<file path="config.mk">
export PLATFORM = sky130hd
export DESIGN_NAME = aska_switch_guard_flat
export DESIGN_NICKNAME = d
export VERILOG_FILES = /design/src/rtl/aska_switch_guard_pkg.sv /design/src/rtl/aska_switch_guard_if.sv /design/src/rtl/aska_switch_guard_check.sv /design/src/rtl/aska_switch_guard.sv /design/src/flat_wrapper.sv
export SDC_FILE = /design/constraint.sdc
export NUM_CORES = 1
export LEC_CHECK = 0
export CAP_MARGIN = 30
export CORE_MARGIN = 1.5
export CORE_UTILIZATION = 57
export CTS_CLUSTER_SIZE = 12
export DETAILED_ROUTE_END_ITERATION = 10
export PLACE_DENSITY = 0.85
export REMOVE_ABC_BUFFERS = 1
export SYNTH_ARGS = -nofsm -noshare
export SYNTH_HDL_FRONTEND = slang
export SYNTH_HIERARCHICAL = 1
export SYNTH_SLANG_ARGS = --single-unit
export TNS_END_PERCENT = 100
</file>
<file path="constraint.sdc">
create_clock -name clk -period 4.5 [get_ports clk]
set_input_delay 0.45 -clock clk [delete_from_list [all_inputs] [get_ports clk]]
set_output_delay 0.45 -clock clk [all_outputs]
set_load 0.01 [all_outputs]
</file>
<file path="src/rtl/aska_switch_guard_pkg.sv">
// Shared types and constants for the ASKA output-safety stage.
// Used by the guard, its legality checker and the interface.
package aska_pkg;

   localparam int N_ELEC = 4;
   localparam int DAC_W  = 6;

   typedef enum logic [1:0] {
      S_PASS  = 2'd0,
      S_BREAK = 2'd1,
      S_MAKE  = 2'd2,
      S_FAULT = 2'd3
   } state_t;

   typedef logic [1:0] fault_code_t;

   localparam fault_code_t FAULT_NONE    = 2'd0;
   localparam fault_code_t FAULT_OVERLAP = 2'd1;
   localparam fault_code_t FAULT_MULTI   = 2'd2;
   localparam fault_code_t FAULT_WDOG    = 2'd3;

   function automatic logic at_most_one(input logic [N_ELEC-1:0] v);
      return (v & (v - 1'b1)) == '0;
   endfunction

endpackage

</file>
<file path="src/rtl/aska_switch_guard_if.sv">
// Request/applied signal bundle between the pulse generator side and the guard.
interface aska_switch_guard_if;
   import aska_pkg::*;

   logic [N_ELEC-1:0] up_req;
   logic [N_ELEC-1:0] down_req;
   logic [DAC_W-1:0]  dac_req;
   logic              pulse_active_req;
   logic              fault_clear;

   logic [N_ELEC-1:0] up_switches;
   logic [N_ELEC-1:0] down_switches;
   logic [DAC_W-1:0]  DAC;
   logic              pulse_active;
   logic              fault;
   fault_code_t       fault_code;

   modport master (
      output up_req, down_req, dac_req, pulse_active_req, fault_clear,
      input  up_switches, down_switches, DAC, pulse_active, fault, fault_code
   );

   modport slave (
      input  up_req, down_req, dac_req, pulse_active_req, fault_clear,
      output up_switches, down_switches, DAC, pulse_active, fault, fault_code
   );

endinterface

</file>
<file path="src/rtl/aska_switch_guard_check.sv">
// Combinational electrode-legality check: overlap outranks multi-select.
module aska_switch_check
   import aska_pkg::*;
(
   input  logic [N_ELEC-1:0] up,
   input  logic [N_ELEC-1:0] down,
   output logic              illegal,
   output fault_code_t       code
);

   logic overlap;
   logic multi;

   assign overlap = |(up & down);
   assign multi   = !at_most_one(up) || !at_most_one(down);

   always_comb begin
      code = FAULT_NONE;
      if (overlap)    code = FAULT_OVERLAP;
      else if (multi) code = FAULT_MULTI;
   end

   assign illegal = overlap || multi;

endmodule

</file>
<file path="src/rtl/aska_switch_guard.sv">
// Break-before-make switch sequencer with DAC settling, legality checks and
// a maximum-pulse watchdog feeding a sticky fault latch.
module aska_switch_guard
   import aska_pkg::*;
#(
   parameter int DEAD_TIME = 2,
   parameter int SETTLE    = 1,
   parameter int MAX_PULSE = 40
) (
   input  logic              clk,
   input  logic              reset,
   aska_switch_guard_if.slave bus
);

   //  state   | meaning
   //  S_PASS  | target pattern applied, DAC and pulse flag pass through
   //  S_BREAK | all switches open, DAC 0, dead-time countdown
   //  S_MAKE  | target closed, DAC 0, settling countdown
   //  S_FAULT | everything off until fault_clear with an all-zero request

   localparam int MAX_DS  = (DEAD_TIME > SETTLE) ? DEAD_TIME : SETTLE;
   localparam int CNT_MAX = (MAX_DS > MAX_PULSE) ? MAX_DS : MAX_PULSE;
   localparam int CW      = $clog2(CNT_MAX + 1);

   state_t            state;
   logic [N_ELEC-1:0] tgt_up, tgt_down;
   logic [N_ELEC-1:0] up_q, down_q;
   logic [DAC_W-1:0]  dac_q;
   logic              pa_q, fault_q;
   fault_code_t       code_q;
   logic [CW-1:0]     cnt, wdog;

   logic              illegal;
   fault_code_t       chk_code;
   logic              req_zero, req_new, wdog_run, wdog_hit;
   logic [CW-1:0]     wdog_inc;

   aska_switch_check u_check (
      .up      (bus.up_req),
      .down    (bus.down_req),
      .illegal (illegal),
      .code    (chk_code)
   );

   assign req_zero = ~|{bus.up_req, bus.down_req};
   assign req_new  = {bus.up_req, bus.down_req} != {tgt_up, tgt_down};
   assign wdog_inc = wdog + 1'b1;
   assign wdog_run = (state == S_PASS) && (|{up_q, down_q}) && (|dac_q);
   assign wdog_hit = wdog_run && (wdog_inc >= CW'(MAX_PULSE));

   always_ff @(posedge clk) begin
      if (reset) begin
         state    <= S_PASS;
         tgt_up   <= '0;
         tgt_down <= '0;
         up_q     <= '0;
         down_q   <= '0;
         dac_q    <= '0;
         pa_q     <= 1'b0;
         fault_q  <= 1'b0;
         code_q   <= FAULT_NONE;
         cnt      <= '0;
         wdog     <= '0;
      end else begin
         wdog <= wdog_run ? (wdog_hit ? CW'(MAX_PULSE) : wdog_inc) : '0;

         if (state != S_FAULT && (illegal || wdog_hit)) begin
            // Legality outranks the watchdog when both trip together.
            state    <= S_FAULT;
            tgt_up   <= '0;
            tgt_down <= '0;
            up_q     <= '0;
            down_q   <= '0;
            dac_q    <= '0;
            pa_q     <= 1'b0;
            fault_q  <= 1'b1;
            code_q   <= illegal ? chk_code : FAULT_WDOG;
            cnt      <= '0;
            wdog     <= '0;
         end else if (state == S_FAULT) begin
            up_q   <= '0;
            down_q <= '0;
            dac_q  <= '0;
            pa_q   <= 1'b0;
            if (bus.fault_clear && req_zero) begin
               state    <= S_PASS;
               tgt_up   <= '0;
               tgt_down <= '0;
               fault_q  <= 1'b0;
               code_q   <= FAULT_NONE;
               dac_q    <= bus.dac_req;
               pa_q     <= bus.pulse_active_req;
            end
         end else if (req_zero || (state == S_PASS && !req_new)) begin
            // Opening (or holding the current pattern) needs no sequencing.
            state    <= S_PASS;
            tgt_up   <= bus.up_req;
            tgt_down <= bus.down_req;
            up_q     <= bus.up_req;
            down_q   <= bus.down_req;
            dac_q    <= bus.dac_req;
            pa_q     <= bus.pulse_active_req;
         end else if (req_new) begin
            state    <= S_BREAK;
            tgt_up   <= bus.up_req;
            tgt_down <= bus.down_req;
            cnt      <= CW'(DEAD_TIME - 1);
            up_q     <= '0;
            down_q   <= '0;
            dac_q    <= '0;
            pa_q     <= 1'b0;
         end else if (cnt != '0) begin
            cnt <= cnt - 1'b1;
         end else if (state == S_BREAK && SETTLE != 0) begin
            state  <= S_MAKE;
            cnt    <= CW'(SETTLE - 1);
            up_q   <= tgt_up;
            down_q <= tgt_down;
         end else begin
            state  <= S_PASS;
            up_q   <= tgt_up;
            down_q <= tgt_down;
            dac_q  <= bus.dac_req;
            pa_q   <= bus.pulse_active_req;
         end
      end
   end

   assign bus.up_switches   = up_q;
   assign bus.down_switches = down_q;
   assign bus.DAC           = dac_q;
   assign bus.pulse_active  = pa_q;
   assign bus.fault         = fault_q;
   assign bus.fault_code    = code_q;

endmodule

</file>
<file path="src/flat_wrapper.sv">
// flat-port wrapper written by rule: the top's interface ports become plain ports
module aska_switch_guard_flat import aska_pkg::*;
#(
   parameter int DEAD_TIME = 2,
   parameter int SETTLE    = 1,
   parameter int MAX_PULSE = 40
)
  (clk, reset, bus_up_req, bus_down_req, bus_dac_req, bus_pulse_active_req, bus_fault_clear, bus_up_switches, bus_down_switches, bus_DAC, bus_pulse_active, bus_fault, bus_fault_code);
  aska_switch_guard_if bus_i ();
  input  logic clk;
  input  logic reset;
  input wire logic [$bits(bus_i.up_req)-1:0] bus_up_req;
  input wire logic [$bits(bus_i.down_req)-1:0] bus_down_req;
  input wire logic [$bits(bus_i.dac_req)-1:0] bus_dac_req;
  input wire logic [$bits(bus_i.pulse_active_req)-1:0] bus_pulse_active_req;
  input wire logic [$bits(bus_i.fault_clear)-1:0] bus_fault_clear;
  output wire logic [$bits(bus_i.up_switches)-1:0] bus_up_switches;
  output wire logic [$bits(bus_i.down_switches)-1:0] bus_down_switches;
  output wire logic [$bits(bus_i.DAC)-1:0] bus_DAC;
  output wire logic [$bits(bus_i.pulse_active)-1:0] bus_pulse_active;
  output wire logic [$bits(bus_i.fault)-1:0] bus_fault;
  output wire logic [$bits(bus_i.fault_code)-1:0] bus_fault_code;
  assign bus_i.up_req = bus_up_req;
  assign bus_i.down_req = bus_down_req;
  assign bus_i.dac_req = bus_dac_req;
  assign bus_i.pulse_active_req = bus_pulse_active_req;
  assign bus_i.fault_clear = bus_fault_clear;
  assign bus_up_switches = bus_i.up_switches;
  assign bus_down_switches = bus_i.down_switches;
  assign bus_DAC = bus_i.DAC;
  assign bus_pulse_active = bus_i.pulse_active;
  assign bus_fault = bus_i.fault;
  assign bus_fault_code = bus_i.fault_code;
  aska_switch_guard #(.DEAD_TIME(DEAD_TIME), .SETTLE(SETTLE), .MAX_PULSE(MAX_PULSE)) u_core (.clk(clk), .reset(reset), .bus(bus_i));
endmodule
</file>
==> metrics.txt <==
Area Overhead vs Synth 22.6%; Worst Path Arrival 2.97 ns; total die area 4150 um2; die height 64.4 um; Critical Path RT 4.74 ns; CTS Buf Count 5; Post-DRT Antenna Nets 0; DR DRC count 0; hold path start u_core/wdog[0]; DR pass1 iterations 4; RePlAce Congestion 0.916; crit path kind in -> reg; ys flop type dfxtp_1; Synth Cell Area 2150 um2; CP endpoint kind register; clock root buffer clkbuf_8; status finished, final reports clean; FP Rows 22; Worst-Skew Late Latency 0.29 ns; final hold vios 0; Worst Skew 0.00587 ns; Synth Area in Compound Gates 0.247; total internal power 622 uW; number of global-route vias before repair 1734; DR vias/cell 5.94; CP max FO 8; Vias 1906; post-DP HPWL 3410 um; Yosys top cell area share 0.373; starting density of the core 0.592; Sink Count 40; Final Max Slew Viols 0; final net count 295; minimum clock period 2.73 ns; H-tree depth 2; setup ws final 1.77 ns; P_leak 0.000913 uW; worst r2r src u_core/state[0]; core area 3630 um2; IO Port Bufs 35; Final TNS setup 0 ns; cts-stage hold buffer count 0; PwrDens 303 nW/um2; hold path depth 1; Reg2Reg Setup Slack 2.40 ns; maximum VDD drop 0.173 mV; antenna violations before repair 0; I/O pin cnt 36; Synth Instances 240; area occupied by multi-input gates 1270 um2; synth warn 6; Iter 0 DRT Violations 146; Max clock buf depth 2; Startpoint Class input port; largest family of logic cells by synthesized area compound AO/OA/AOI/OAI gates; maxcap violations 0; Post-Synth XOR/XNOR Area 0.0611; power share of the combinational group 0.118; Async S/R FF share, synth 0; worst rel slew slack 0.605; sequential share of power 0.460; cell accounting for the most synthesized area dfxtp_1; CTS resizes 0; first-pass GRT wire length 8180 um; largest net degree at the start of global routing 15; Clock power frac 0.422; Post-synth EDFFs 0; remaining global-route overflow 0; simple-gate share of the synthesized area 0.242; sequential cell area 801 um2; r2r endpoint u_core/bus.DAC[0]; Switching Power 178 uW; Area contributors post-synth dfxtp_1 (37%), nor2_1 (5.8%), xnor2_1 (5.7%); filler instances 295; post-route clock period utilization 0.607; Synth cell types 52; RSZ-0062 raised after global routing no; Least-Margin Pin Slew 0.591 ns; post-CTS setup buffers 0; register area share after synthesis 0.373; mux cell area share after synthesis 0.0105; Place WS 1.47 ns; diodes inserted 0; Reg2Reg Depth 5; WL/cell 14.7 um; fraction of layout instances using a drive strength above 1 0.0989; register bit count reported by yosys 40; min-delay worst type reg -> reg; Reg clk slew, reported paths 0.07 ns; total track usage 0.250; Routed WL 4720 um; TritonCTS clock tree yes; mean post-synth cell area 8.96 um2; die width 64.4 um; adder-cell share of the synthesized area 0.0326; Setup Viol. Count Final 0; fmax 366 MHz; Net Sw Frac 0.222; hold path endpoint u_core/wdog[0]
-- logic make-up (layout without fill, tap and decap cells) --
kind of cell,count (synthesis),count (layout)
AO/OA/AOI/OAI,70,70
XOR/XNOR,15,15
adder cells (fa/ha/maj),6,6
buffers and inverters,15,48
flip-flops,40,40
multiplexers,2,2
AND/OR/NAND/NOR,92,92
-- area by class of cell --
cell class	instances	share of cell area
Tap cell	48	0.0228
Inverter	6	0.00854
Sequential cell	40	0.304
Multi-Input combinational cell	185	0.483
Clock buffer	5	0.0261
Timing Repair Buffer	35	0.133
Clock inverter	2	0.0228
-- worst max-delay path: stages --
cell             delay [ns]
clkdlybuf4s50_1        0.54
or3_1                  0.43
a21oi_2                0.16
nand4_1                0.26
a21oi_1                0.34
o21ai_4                0.16
nor4b_4                0.41
a22o_1                 0.21
-- through the flow --
stage	utilization	cell area [um2]	hold WS, ns	power [uW]	cells
finish	0.726	2640	0.477	800	321
global route	0.726	2640	0.503	835	321
CTS	0.726	2640	0.488	804	321
detailed placement	0.690	2510	0.463	468	314
global placement	0.690	2510	0.457	466	314
floorplan	-	2100	0.444	428	231
-- worst max path at each step --
stage	from	to
after floorplan	bus_up_req[0]	u_core/bus.DAC[0]
after global placement	bus_up_req[0]	u_core/bus.DAC[4]
after detailed placement	bus_up_req[0]	u_core/bus.DAC[0]
after CTS	bus_up_req[0]	u_core/bus.DAC[0]
after global routing	bus_up_req[0]	u_core/bus.DAC[3]
final	bus_up_req[0]	u_core/bus.DAC[0]
-- registers in the layout, summed over array words and instances (netlist names), 2 cells and up --
signal                    cells
u_core/bus.DAC                6
u_core/tgt_up                 4
u_core/cnt                    6
u_core/tgt_down               4
u_core/state                  2
u_core/wdog                   6
u_core/bus.up_switches        4
u_core/bus.down_switches      4
u_core/bus.fault_code         2
-- cells in the final DEF, fill, tap and decap left out, types with 4 or more instances in the layout --
master / count
dfxtp_1: 40
ha_1: 4
nand2_1: 17
a2bb2oi_1: 5
a21oi_1: 16
clkbuf_8: 5
nor2_1: 33
o21ai_0: 7
xnor2_1: 14
clkdlybuf4s50_1: 35
and2_1: 4
a22o_1: 13
a31oi_1: 6
nor4_1: 6
nor3_1: 4
a22oi_1: 5
inv_1: 6
a211oi_1: 5
-- routing by layer --
layer | wire length (um) | track usage
met5 | 0 | 0
met4 | 50 | 0.0718
met3 | 321 | 0.0503
met2 | 2120 | 0.392
met1 | 2230 | 0.349
-- synthesized netlist by cell type, drive strengths merged (6+ instances only) --
cell,number
nor3,7
xnor2,14
inv,6
a31oi,6
nor2,35
nand2,17
nor4,8
dfxtp,40
a21oi,17
buf,7
a22o,13
o21ai,8
-- power groups by stage --
stage / combinational (uW) / clock, uW / sequential, uW
floorplan: 52.7 / 0 / 375
global placement: 90.4 / 0 / 376
detailed placement: 91.8 / 0 / 376
CTS: 92.8 / 343 / 368
global route: 102 / 363 / 369
finish: 94.0 / 338 / 368
Power figures use the tool's default switching activity.
